## src/rtl/prog_loader.sv

```systemverilog
// Streams a program image into instruction memory, then releases the CPU from reset.
// Optional checksum verification of the loaded image: define PROG_LOADER_CHECKSUM_EN.
module prog_loader #(
  parameter int unsigned BOOT_CYCLES = 2  // legal range 1..15
) (
  input  logic        clk,
  input  logic        rst,
  input  logic        start,
  input  logic [10:0] prog_len,
  input  logic [9:0]  entry_pc,
`ifdef PROG_LOADER_CHECKSUM_EN
  input  logic [31:0] expected_sum,
`endif
  input  logic        s_valid,
  input  logic [31:0] s_data,
  output logic        s_ready,
  input  logic        halt,
  output logic        instr_we,
  output logic [31:0] instr_feed,
  output logic [9:0]  instr_write_address,
  output logic        cpu_rst,
  output logic [9:0]  init_pc,
  output logic        busy,
  output logic        done,
  output logic        err
);

  typedef enum logic [1:0] {IDLE, LOAD, BOOT, RUN} state_e;

  state_e      state_q, state_d;
  logic [9:0]  cnt_q, cnt_d;
  logic [10:0] len_q, len_d;
  logic [9:0]  pc_q, pc_d;
  logic        err_q, err_d;
  logic [3:0]  boot_q, boot_d;
  logic        done_q, done_d;
  logic        we_q, we_d;
  logic [31:0] feed_q, feed_d;
  logic [9:0]  addr_q, addr_d;
`ifdef PROG_LOADER_CHECKSUM_EN
  logic [31:0] sum_q, sum_d;
  logic [31:0] exp_q, exp_d;
`endif

  logic hs;
  logic last_word;

  assign hs        = s_valid && (state_q == LOAD);
  assign last_word = ({1'b0, cnt_q} == (len_q - 11'd1));

  // NOTE: every variable gets a default before the case so no path leaves it unassigned (no latches).
  always_comb begin
    state_d = state_q;
    cnt_d   = cnt_q;
    len_d   = len_q;
    pc_d    = pc_q;
    err_d   = err_q;
    boot_d  = boot_q;
    done_d  = 1'b0;
    we_d    = hs;
    feed_d  = hs ? s_data : feed_q;
    addr_d  = hs ? cnt_q : addr_q;
`ifdef PROG_LOADER_CHECKSUM_EN
    sum_d   = sum_q;
    exp_d   = exp_q;
`endif

    if (halt) begin
      // Halt wins over everything, including a same-cycle start, and never flags an error.
      state_d = IDLE;
    end else begin
      case (state_q)
        IDLE: begin
          if (start) begin
            if ((prog_len != 11'd0) && (prog_len <= 11'd1024)) begin
              len_d   = prog_len;
              pc_d    = entry_pc;
              err_d   = 1'b0;
              cnt_d   = '0;
              state_d = LOAD;
`ifdef PROG_LOADER_CHECKSUM_EN
              sum_d   = '0;
              exp_d   = expected_sum;
`endif
            end else begin
              err_d = 1'b1;
            end
          end
        end
        LOAD: begin
          if (hs) begin
            cnt_d = cnt_q + 10'd1;
`ifdef PROG_LOADER_CHECKSUM_EN
            sum_d = sum_q + s_data;
            if (last_word) begin
              if (sum_d == exp_q) begin
                state_d = BOOT;
                boot_d  = '0;
              end else begin
                err_d   = 1'b1;
                state_d = IDLE;
              end
            end
`else
            if (last_word) begin
              state_d = BOOT;
              boot_d  = '0;
            end
`endif
          end
        end
        BOOT: begin
          if (boot_q == 4'(BOOT_CYCLES - 1)) begin
            state_d = RUN;
            done_d  = 1'b1;
          end else begin
            boot_d = boot_q + 4'd1;
          end
        end
        RUN:     ;
        default: state_d = IDLE;
      endcase
    end
  end

  // NOTE: sequential state uses non-blocking assignments so all registers update together at the edge.
  always_ff @(posedge clk or negedge rst) begin
    if (!rst) begin
      state_q <= IDLE;
      cnt_q   <= '0;
      len_q   <= '0;
      pc_q    <= '0;
      err_q   <= 1'b0;
      boot_q  <= '0;
      done_q  <= 1'b0;
      we_q    <= 1'b0;
      feed_q  <= '0;
      addr_q  <= '0;
`ifdef PROG_LOADER_CHECKSUM_EN
      sum_q   <= '0;
      exp_q   <= '0;
`endif
    end else begin
      state_q <= state_d;
      cnt_q   <= cnt_d;
      len_q   <= len_d;
      pc_q    <= pc_d;
      err_q   <= err_d;
      boot_q  <= boot_d;
      done_q  <= done_d;
      we_q    <= we_d;
      feed_q  <= feed_d;
      addr_q  <= addr_d;
`ifdef PROG_LOADER_CHECKSUM_EN
      sum_q   <= sum_d;
      exp_q   <= exp_d;
`endif
    end
  end

  assign s_ready             = (state_q == LOAD);
  assign busy                = (state_q == LOAD) || (state_q == BOOT);
  assign cpu_rst             = (state_q != RUN);
  assign done                = done_q;
  assign err                 = err_q;
  assign init_pc             = pc_q;
  assign instr_we            = we_q;
  assign instr_feed          = feed_q;
  assign instr_write_address = addr_q;

endmodule

```

## config.mk

```make
export PLATFORM = sky130hd
export DESIGN_NAME = prog_loader
export DESIGN_NICKNAME = d
export VERILOG_FILES = /design/src/rtl/prog_loader.sv
export SDC_FILE = /design/constraint.sdc
export NUM_CORES = 1
export LEC_CHECK = 0
export CORE_UTILIZATION = 29
export CTS_CLUSTER_DIAMETER = 150
export DETAILED_ROUTE_END_ITERATION = 12
export HOLD_SLACK_MARGIN = 0.12
export SLEW_MARGIN = 20
export SYNTH_ARGS = -nofsm -noshare
export SYNTH_HDL_FRONTEND = slang
export SYNTH_SLANG_ARGS = --single-unit
```

## constraint.sdc

```tcl
create_clock -name clk -period 5.3 [get_ports clk]
set_input_delay 0.795 -clock clk [delete_from_list [all_inputs] [get_ports clk]]
set_output_delay 0.795 -clock clk [all_outputs]
set_load 0.02 [all_outputs]
```

After elaboration in Yosys (flattened, before gate mapping). Cells that the tools add are included.

$add $sub $neg: 3. Magnitude comparators: 1. Equal/unequal tests: 15. Mux-type cells: 19. Bitwise logic cells: 1. Reductions and logical operators: 13.

Operators with widths (number): 2-to-1 mux 10 bit (3); one-hot mux 10 bit (2 select lines) (1); 2-to-1 mux 2 bit (6); 2-to-1 mux 4 bit (3); == test 10 x 11 -> 1 bit (1); less-or-equal comparator 11 bit, second input constant (1); nonzero test 11 bit (1); subtractor 11 x 1 -> 11 bit, second input constant (1); adder 10 x 1 -> 10 bit, second input constant (1); AND reduction 5 bit (2); != test 3 bit, second input constant (3); != test 2 bit, second input constant (4); one-hot mux 4 bit (2 select lines) (1); != test 3 x 1 -> 1 bit, second input constant (2); one-hot mux 2 bit (3 select lines) (1); AND reduction 6 bit (1); adder 4 x 1 -> 4 bit, second input constant (1); == test 4 x 1 -> 1 bit, second input constant (1); 2-to-1 mux 1 bit (4); != test 2 x 1 -> 1 bit, second input constant (2); AND reduction 4 bit (1); nonzero test 2 bit (2); nonzero test 4 bit (1); AND reduction 3 bit (1); 6 further kinds (7).

Register bits after elaboration: 82. Input port bits: 58. Output and inout port bits: 58.

Longest topological paths before layout. Gate-level depths: netlist (run 1).

Word-level depth: 6. Mapped depth: 10. Mapped depth without buffers: 9.

Least setup slack after synthesis (run 1). OpenSTA, ideal clock, no wires.

Path type: reg-to-reg. Start: register len_q[0]. End: register boot_q[0]. Setup time: 125 ps. Data arrival time: 2479 ps. Data required time: 5175 ps. Slack: 2696 ps. Stages on the path, launching flop included: 11. Buffers on the path: 1. Clock period less this slack: 2604 ps. Cell sequence: dfrtp_1 -> inv_1 -> ha_1 -> buf_2 -> xnor3_1 -> nand3_1 -> a2111oi_0 -> a211o_2 -> o211ai_4 -> o31a_4 -> mux2_4.

Cells in the longest elaborated chain, start to end: 4.

RTL lines: start: declaration (RTL line 32) `logic [10:0] len_q, len_d;`; start signal: assignment (RTL line 146) `len_q <= len_d;`; subtractor 11 x 1 -> 11 bit (RTL line 49) `assign last_word = ({1'b0, cnt_q} == (len_q - 11'd1));`; == test 10 x 11 -> 1 bit (RTL line 49); != test 2 x 1 -> 1 bit (no source line); AND reduction 5 bit (no source line); end signal: assignment (RTL line 149) `boot_q <= boot_d;`; end: declaration (RTL line 35) `logic [3:0] boot_q, boot_d;`.

No other way between the ends. A chain may end at the register's enable or synchronous reset.

Final worst setup path (run 1).
Start: input prog_len[0]. End: register len_q[4].

Cells in the longest elaborated chain, start to end: 3. Elaborated cells between the ends (all ways): 4.

RTL lines: start: declaration (RTL line 9) `input logic [10:0] prog_len,`; less-or-equal comparator 11 bit / nonzero test 11 bit (equally long branches) (RTL line 75) `if ((prog_len != 11'd0) && (prog_len <= 11'd1024)) begin`; logical AND 1 bit (*) (RTL line 75); AND reduction 4 bit (no source line) (*).

Every way passes the cells marked *; elsewhere a longest branch is shown, timed or not.

==> summary.md, run 1 <==
| Metric | Value |
|---|---|
| Status | finished, final reports clean |
| Mapped Nets | between 300 and 400 |
| DR iter-0 viols | 70 |
| Post-CTS Resized | 0 |
| IR drop worst, VDD | between 0.3 and 0.4 mV |
| HP Class | reg -> reg |
| FF+latch count, synth | 82 |
| Period utilisation layout | 0.5637 |
| Slew Limit Fails | 0 |
| Final Core Density | 0.4208 |
| H-tree depth | 3 |
| ANT nets after route | 0 |
| Post-layout min period | 2988 ps |
| Vias in the first global route | 2,969 |
| Layout cells sized above 1 | 0.1826 |
| Yosys cell types | 46 |
| Final Hold Viols | 0 |
| Post-synth EDFFs | 0 |
| Overall die height | around 120 µm |
| Total power | around 3100 µW |
| Final GP Congestion | between 0.7 and 0.8 |
| CTS clk-pin slew, worst paths | 60 ps |
| Hold buffers post-CTS | 0 |
| Gr ovfl total | 0 |
| Starting density of the core | 0.2958 |
| Final Cell Area | approximately 5600 µm² |
| RSZ-0062 raised after global routing | false |
| WL final | roughly 9 mm |
| CP startpoint kind | input port |
| CTS buffer count | 9 |
| Via density | approximately 4.7 |
| CP required | 5520 ps |
| # diodes | 0 |
| Clk_lat worst skew | approximately 340 ps |
| Die X | about 120 µm |
| Core Area | between 10,000 and 15,000 µm² |
| Setup bufs post-CTS | 0 |
| Sequential area share after synthesis | 0.5260 |
| CTS tree | yes |
| Die area | around 14,000 µm² |
| Hold slack | about 490 ps |
| Critical path type | in -> reg |
| Fmax | ~330 MHz |
| Final setup violation count | 0 |
| Leakage power | 0.002315 µW |
| CTS Sinks | just over 80 |
| Asr flop ratio synth | 1.000 |
| WL/cell | around 14 µm |
| Worst-path maximum fanout | 23 |
| First-pass DRT Iterations | 4 |
| PD cells | around 560 nW/µm² |
| Placed inst area | roughly 5200 µm² |
| Commonest non-fill, non-tap cell in the layout | clkdlybuf4s50_1 |
| Num rows | 42 |
| Vias | about 2,900 |
| Max clock buf depth | 2 |
| Final net count | around 500 |
| Tightest Pin Transition | approximately 1100 ps |
| Root Driver | clkbuf_16 |
| Mapped Area | roughly 4000 µm² |
| Worst Skew | ~6.4 ps |
| Post-Route Setup TNS | 0 ps |
| Worst setup EP type | flip-flop |
| Area Overhead vs Synth | 42.27% |
| Top FF cell, synth | dfrtp_1 |
| Commonest cells after routing, fill and taps aside | 114 x clkdlybuf4s50_1, 82 x dfrtp_1, 55 x mux2_2, 18 x nor2_1, 16 x nand2_1 |
| Initial antenna violation count | 0 |
| DRC Markers | 0 |
| IO buf count | 115 |
| CP arrival | around 3200 ps |
| Largest net degree at the start of global routing | 83 |
| Synthesized area per cell | 12.08 µm² |
| Tot GR Track Use | 0.1389 |
| I/O pins | 116 |
| Final HPWL DP | ~6.3 mm |
| Synth Instances | between 300 and 400 |
| Max-capacitance violation count | 0 |
| Slew headroom | 0.2975 |
| Global-route wire length before repair | 15.12 mm |
| Yosys warnings | 0 |
-- state kept, by name, indices dropped and copies added (netlist names) --
register             count
cnt_q                   10
state_q                  2
init_pc                 10
done                     1
instr_we                 1
instr_feed              32
len_q                   11
boot_q                   4
err                      1
instr_write_address     10
-- cells in the mapped netlist (2+ instances only) --
master	count	area share
mux2_2	55	0.16
clkbuf_1	12	0.012
nand3b_1	5	0.0096
a21o_1	2	0.0038
a31oi_1	2	0.0032
xor2_1	8	0.018
o21ai_1	3	0.0038
and3_1	3	0.0048
nor2_1	19	0.018
a21oi_1	7	0.0090
ha_1	8	0.026
nand2b_1	8	0.013
buf_2	3	0.0038
nand3_1	11	0.014
nor3_1	4	0.0051
dfrtp_1	82	0.53
xnor2_1	5	0.011
nor3b_1	2	0.0038
mux2_1	5	0.014
nor4_1	4	0.0064
or2_1	2	0.0032
o21ai_0	13	0.017
o31ai_1	6	0.012
nand2_1	17	0.016
inv_1	12	0.012
o22ai_1	2	0.0032
mux2i_1	4	0.010
-- cell type report --
type	count	area, µm²
clock buffer	11	232.7
clock inverter	5	102.6
fill	1260	7640
inverter	12	45.04
multi-input combinational	213	1745
sequential	82	2052
tap	176	220.2
timing repair buffer	115	1152
-- worst paths after layout --
path                                        to  depth (start not counted)  slack (ps)   startpoint
max in group asynchronous       instr_feed[10]                          1        4280          rst
worst min register to register      init_pc[9]                          1         490   init_pc[9]
min in group asynchronous            boot_q[3]                          1         510          rst
worst min-delay path                init_pc[9]                          1         490   init_pc[9]
worst max-delay path                  len_q[4]                          6        2310  prog_len[0]
worst max register to register       boot_q[0]                          9        2440     len_q[0]
-- report_power, final --
part | switching (µW) | total [µW] | internal [µW]
Combinational | 657 | 1380 | 720
Clock | 244 | 703 | 460
Sequential | 189 | 1050 | 866
Total | 1090 | 3130 | 2050
-- routing by layer --
layer / up-vias / global-route usage / share of wire
li1: 1375 / - / -
met1: 1434 / 0.1741 / 0.45
met2: 56 / 0.2224 / 0.50
met3: 6 / 0.04603 / 0.045
met4: 0 / 0.04968 / 0.0079
met5: - / 0 / 0
-- critical path, stage by stage --
cell and delay, ps:
clkdlybuf4s50_1 430, nor4_1 310, nand3_1 200, xnor2_1 210, nor2_2 830, mux2_2 420
-- logic make-up after synthesis --
group,count (synthesis),share of synthesized area
AOI/OAI and AO/OA,46,0.09012
xor gates and xnor gates,14,0.03496
adders and majority gates,8,0.02566
buffers and inverters,28,0.02790
DFF,82,0.5260
muxes,65,0.1873
and+or+nand+nor,80,0.1081
-- through the flow --
step / cells / setup slack [ps]
2_1_floorplan: 323 / 2696
3_3_place_gp: 598 / 1968
3_5_place_dp: 598 / 1929
4_1_cts: 614 / 2280
5_1_grt: 614 / 2095
6_report: 614 / 2312
(Power assumes the default switching activity.)
==> inputs of run 2 (changes only) <==
==> constraint.sdc (replaced) <==
create_clock -name clk -period 2.8 [get_ports clk]
set_input_delay 0.42 -clock clk [delete_from_list [all_inputs] [get_ports clk]]
set_output_delay 0.42 -clock clk [all_outputs]
set_load 0.02 [all_outputs]
==> summary.md, run 2 (synthesized netlist as in run 1, its figures left out) <==
| Metric | Value |
|---|---|
| Post-Route Setup TNS | 0 ps |
| Internal | around 3800 µW |
| H-tree depth | 3 |
| Overall die height | around 120 µm |
| I/O pins | between 100 and 150 |
| CTS Sinks | 82 |
| Area Overhead vs Synth | 43.36% |
| Tightest Pin Transition | between 700 and 800 ps |
| Reg2Reg Setup Slack | approximately 170 ps |
| Layout cells sized above 1 | 0.1964 |
| Slew Limit Fails | 0 |
| IR drop worst, VDD | 0.4882 mV |
| Number of buffers and inverters on the critical path | 1 |
| Die X | ~120 µm |
| PD cells | between 1000 and 1500 nW/µm² |
| Max reg flops | 32 |
| Commonest non-fill, non-tap cell in the layout | clkdlybuf4s50_1 |
| Period utilisation layout | 0.9380 |
| Worst Skew | 6.060 ps |
| Worst-path maximum fanout | 10 |
| CP startpoint kind | flip-flop |
| Critical path type | reg -> reg |
| CTS clk-pin slew, worst paths | 60 ps |
| Vias | approximately 3,000 |
| Initial antenna violation count | 0 |
| Fmax | between 300 and 400 MHz |
| Commonest cells after routing, fill and taps aside | 114 x clkdlybuf4s50_1, 82 x dfrtp_1, 55 x mux2_2, 18 x nor2_1, 16 x nand2_1 |
| Vias in the first global route | ~2,900 |
| Final net count | 505 |
| Post-layout min period | 2626 ps |
| Reg2reg start | len_q[1] |
| Leakage power | around 0.0023 µW |
| Final GP Congestion | between 0.7 and 0.8 |
| Fill cell count | 1,235 |
| IO buf count | 115 |
| Max-capacitance violation count | 0 |
| Largest net degree at the start of global routing | between 80 and 90 |
| Num rows | 42 |
| Sw frac | 0.3545 |
| Worst setup EP type | flip-flop |
| CTS tree | yes |
| Clk_lat worst skew | about 340 ps |
| Final HPWL DP | about 6.2 mm |
| Final setup violation count | 0 |
| Logic pwr share | 0.459 |
| # diodes | 0 |
| Tot GR Track Use | 0.1321 |
| Worst path cell trace | inv_1 > ha_4 > nand2b_1 > a21oi_1 > a311o_1 > a2111oi_4 > o211ai_4 > o31a_4 > mux2_4 |
| Gr ovfl total | 0 |
| HP Class | in -> async |
| Starting density of the core | 0.2958 |
| R2R Path End | boot_q[0] |
| Core Area | roughly 13,000 µm² |
| R2R depth | 9 |
| First-pass DRT Iterations | 4 |
| Die area | between 10,000 and 15,000 µm² |
| CP arrival | 2850 ps |
| Status | finished, final reports clean |
| DRC Markers | 0 |
| CP top delay family | compound AO/OA/AOI/OAI gates |
| Critical path's slowest cell | dfrtp_1 |
| Slowest stage delay, CP | approximately 400 ps |
| Global-route wire length before repair | between 10 and 15 mm |
| RSZ-0062 raised after global routing | false |
| Root Driver | clkbuf_16 |
| Max clock buf depth | 2 |
| ANT nets after route | 0 |
| Final Core Density | 0.4240 |
| Clock share of power | 0.202 |
| Hold slack | between 100 and 150 ps |
| Final Hold Viols | 0 |
| WL/cell | 14.18 µm |
| CTS buffer count | 9 |
| DR iter-0 viols | about 140 |
| Slew headroom | 0.4972 |
| CP required | just over 3000 ps |
| Sw Pwr | 2070 µW |
| Via density | 4.727 |
| Flop pwr share | 0.339 |
| Hold buffers post-CTS | 0 |
| WL final | between 8 and 9 mm |
[run 2: worst max path at each step]
stage                         from         to  slack [ps]  cells after the start
after global placement    len_q[1]  boot_q[0]         100                      9
after CTS                 len_q[1]  boot_q[0]          20                      9
after floorplan           len_q[0]  boot_q[0]         200                     10
after global routing      len_q[1]  boot_q[0]          40                      9
after detailed placement  len_q[1]  boot_q[0]          30                      9
final                     len_q[1]  boot_q[0]         170                      9
[run 2: area by class of cell]
class | count | area [µm²] | share of cell area
Inverter | 12 | 45.04 | 0.008054
Multi-Input combinational cell | 213 | 1759 | 0.3145
Clock buffer | 11 | 242.7 | 0.04340
Sequential cell | 82 | 2052 | 0.3669
Timing Repair Buffer | 121 | 1222 | 0.2186
Clock inverter | 4 | 51.30 | 0.009172
Tap cell | 176 | 220.2 | 0.03937
[run 2: metal layers]
| layer | part of all wire | track usage |
|---|---|---|
| met1 | 0.46 | 0.1715 |
| met2 | 0.47 | 0.2029 |
| met3 | 0.049 | 0.03488 |
| met4 | 0.022 | 0.06571 |
| met5 | 0 | 0 |
[run 2: timing repair]
item	in CTS	in global routing
setup endpoints to repair	0	2
setup buffers	0	0
gates resized for setup	0	3
[run 2: power groups by stage]
| stage | sequential, µW | clock [µW] | combinational, µW |
|---|---|---|---|
| 2_1_floorplan | 2370 | 0 | 1160 |
| 3_3_place_gp | 1980 | 0 | 2640 |
| 3_5_place_dp | 2010 | 0 | 2670 |
| 4_1_cts | 1990 | 1220 | 2680 |
| 5_1_grt | 2050 | 1270 | 2880 |
| 6_report | 1980 | 1180 | 2680 |
[run 2: metrics by stage]
stage               area, µm²  std cells  power [µW]  worst slack [ps]
CTS                      5575        619        5897             19.95
global placement         5281        604        4618             104.6
floorplan                3901        323        3528             195.8
detailed placement       5281        604        4680             28.84
global route             5593        619        6203             43.56
finish                   5593        619        5839             173.7
==> inputs of run 3 (changes only) <==
--- a/config.mk
+++ b/config.mk
@@ -8,7 +8,9 @@
 export CORE_UTILIZATION = 29
 export CTS_CLUSTER_DIAMETER = 150
 export DETAILED_ROUTE_END_ITERATION = 12
+export GPL_TIMING_DRIVEN = 0
 export HOLD_SLACK_MARGIN = 0.12
+export SKIP_LAST_GASP = 1
 export SLEW_MARGIN = 20
 export SYNTH_ARGS = -nofsm -noshare
 export SYNTH_HDL_FRONTEND = slang
==> summary.md, run 3 (synthesized netlist as in run 1, its figures left out) <==
| Metric | Value |
|---|---|
| Fmax | between 300 and 400 MHz |
| Worst Skew | 5.911 ps |
| Logic pwr share | 0.456 |
| Footprint of the multi-input gates | approximately 1800 µm² |
| CP startpoint kind | flip-flop |
| CTS Sinks | 82 |
| Vias in the first global route | between 2,000 and 3,000 |
| FF+latch area | 2052 µm² |
| I/O pins | 116 |
| Tightest Pin Transition | between 500 and 600 ps |
| Post-layout min period | between 2000 and 3000 ps |
| Crit. Startpoint | len_q[0] |
| Clk_lat worst skew | ~340 ps |
| Via density | 4.657 |
| Period utilisation layout | 0.9540 |
| Vias | approximately 3,000 |
| Global-route wire length before repair | around 15 mm |
| Final net count | 520 |
| Max reg flops | 32 |
| Sw Pwr | 2106 µW |
| Worst hold start | init_pc[9] |
| PD cells | a little over 1000 nW/µm² |
| Final WS setup | about 130 ps |
| DR iter-0 viols | approximately 120 |
| Commonest cells after routing, fill and taps aside | 114 x clkdlybuf4s50_1, 82 x dfrtp_1, 55 x mux2_2, 19 x nor2_1, 17 x nand2_1 |
| IO buf count | around 120 |
| Tot GR Track Use | 0.1372 |
| Reg2reg start | len_q[0] |
| Core Area | 13,190 µm² |
| IR drop worst, VDD | roughly 0.46 mV |
| Final HPWL DP | ~6.6 mm |
| CP required | approximately 3000 ps |
| Sw frac | 0.3577 |
| WL final | ~9.0 mm |
| CTS tree | yes |
| Slew headroom | 0.6362 |
| Num rows | 42 |
| Status | finished, final reports clean |
| Final GP Congestion | between 0.7 and 0.8 |
| Worst-path maximum fanout | 10 |
| Root Driver | clkbuf_16 |
| Overall die height | between 100 and 150 µm |
| Final Hold Viols | 0 |
| Pre-CTS setup slack | -205.8 ps |
| First-pass DRT Iterations | 4 |
| Slew Limit Fails | 0 |
| Final Core Density | 0.4302 |
| Largest net degree at the start of global routing | between 50 and 60 |
| Area Overhead vs Synth | 45.45% |
| Starting density of the core | 0.2958 |
| H-tree depth | 3 |
| Commonest non-fill, non-tap cell in the layout | clkdlybuf4s50_1 |
| CTS buffer count | 9 |
| Worst setup EP type | flip-flop |
| Leakage power | approximately 0.0024 µW |
| Total power | approximately 5900 µW |
| Clock share of power | 0.209 |
| WL/cell | roughly 14 µm |
| Internal | roughly 3800 µW |
| DRC Markers | 0 |
| Fill cell count | roughly 1,200 |
| CTS clk-pin slew, worst paths | approximately 60 ps |
| # diodes | 0 |
| Max-capacitance violation count | 0 |
| Final setup violation count | 0 |
| Die X | 118.0 µm |
| Critical path type | reg -> reg |
| Die area | 13,920 µm² |
| ANT nets after route | 0 |
| CP arrival | just under 3000 ps |
| Max clock buf depth | 2 |
| Initial antenna violation count | 0 |
| Flop pwr share | 0.335 |
| Layout cells sized above 1 | 0.1983 |
| HP Class | reg -> reg |
| Gr ovfl total | 0 |
## run 3: cell count changes in the layout (fill, tap and decap cells not counted), moves of 2 or more
| cell | before | now |
|---|---|---|
| clkbuf_1 | 1 | 10 |
| buf_2 | 0 | 2 |
| buf_12 | 2 | 0 |
| clkinvlp_4 | 1 | 3 |
| clkbuf_2 | 0 | 2 |
## run 3: layout make-up
class / count / area share
buffer: 16 / 0.01213
clock buffer: 11 / 0.04454
clock inverter: 5 / 0.01080
inverter: 12 / 0.007938
multi-input combinational: 213 / 0.3111
sequential: 82 / 0.3616
tap: 176 / 0.03881
timing repair buffer: 120 / 0.2130
## run 3: timing repair
| action | 4_1_cts | 5_1_grt |
|---|---|---|
| gates cloned | 0 | 0 |
| hold buffers | 1 | 0 |
| resized for setup | 2 | 8 |
| setup buffers | 1 | 2 |
| endpoints found under the hold margin | 32 | 0 |
| pin swaps | 0 | 4 |
| setup endpoints to repair | 2 | 15 |
## run 3: worst max-delay path, stage by stage (launching register included)
cell and delay, ps:
dfrtp_1 350, inv_1 60, ha_1 180, buf_4 160
xnor3_1 360, nand3_1 130, a2111oi_4 360, a211o_2 180
o211ai_4 80, o31a_4 380, mux2_4 300
## run 3: metrics by stage
step / hold WS [ps] / area (µm²) / cells / TNS, ps
floorplan: 124.4 / 3901 / 323 / 0
global placement: 472.0 / 5273 / 614 / -149050
detailed placement: 416.1 / 5298 / 615 / -3256
CTS: 497.2 / 5635 / 633 / 0
global route: 510.6 / 5674 / 635 / -32.12
finish: 492.6 / 5674 / 635 / 0
## run 3: per-layer routing
metal | GRT usage | routed length, µm | up-vias
met4 | 0.06651 | 204 | 0
met1 | 0.1758 | 3993 | 1449
li1 | - | - | 1409
met5 | 0 | 0 | -
met2 | 0.2184 | 4325 | 84
met3 | 0.03052 | 434 | 15
## run 3: worst paths after layout
kind	endpoint	slack (ps)	cells past startpoint
setup / recovery	boot_q[0]	130	10
hold reg to reg	init_pc[9]	490	1
min in group asynchronous	done	570	2
hold / removal	init_pc[9]	490	1
max in group asynchronous	len_q[4]	1620	3
setup reg to reg	boot_q[0]	130	10
## run 3: power by group through the flow
stage / Clock (µW) / Combinational, µW / Sequential (µW)
2_1_floorplan: 0 / 1160 / 2370
3_3_place_gp: 0 / 2610 / 1970
3_5_place_dp: 0 / 2670 / 1990
4_1_cts: 1280 / 2700 / 1970
5_1_grt: 1320 / 2900 / 2030
6_report: 1230 / 2690 / 1970
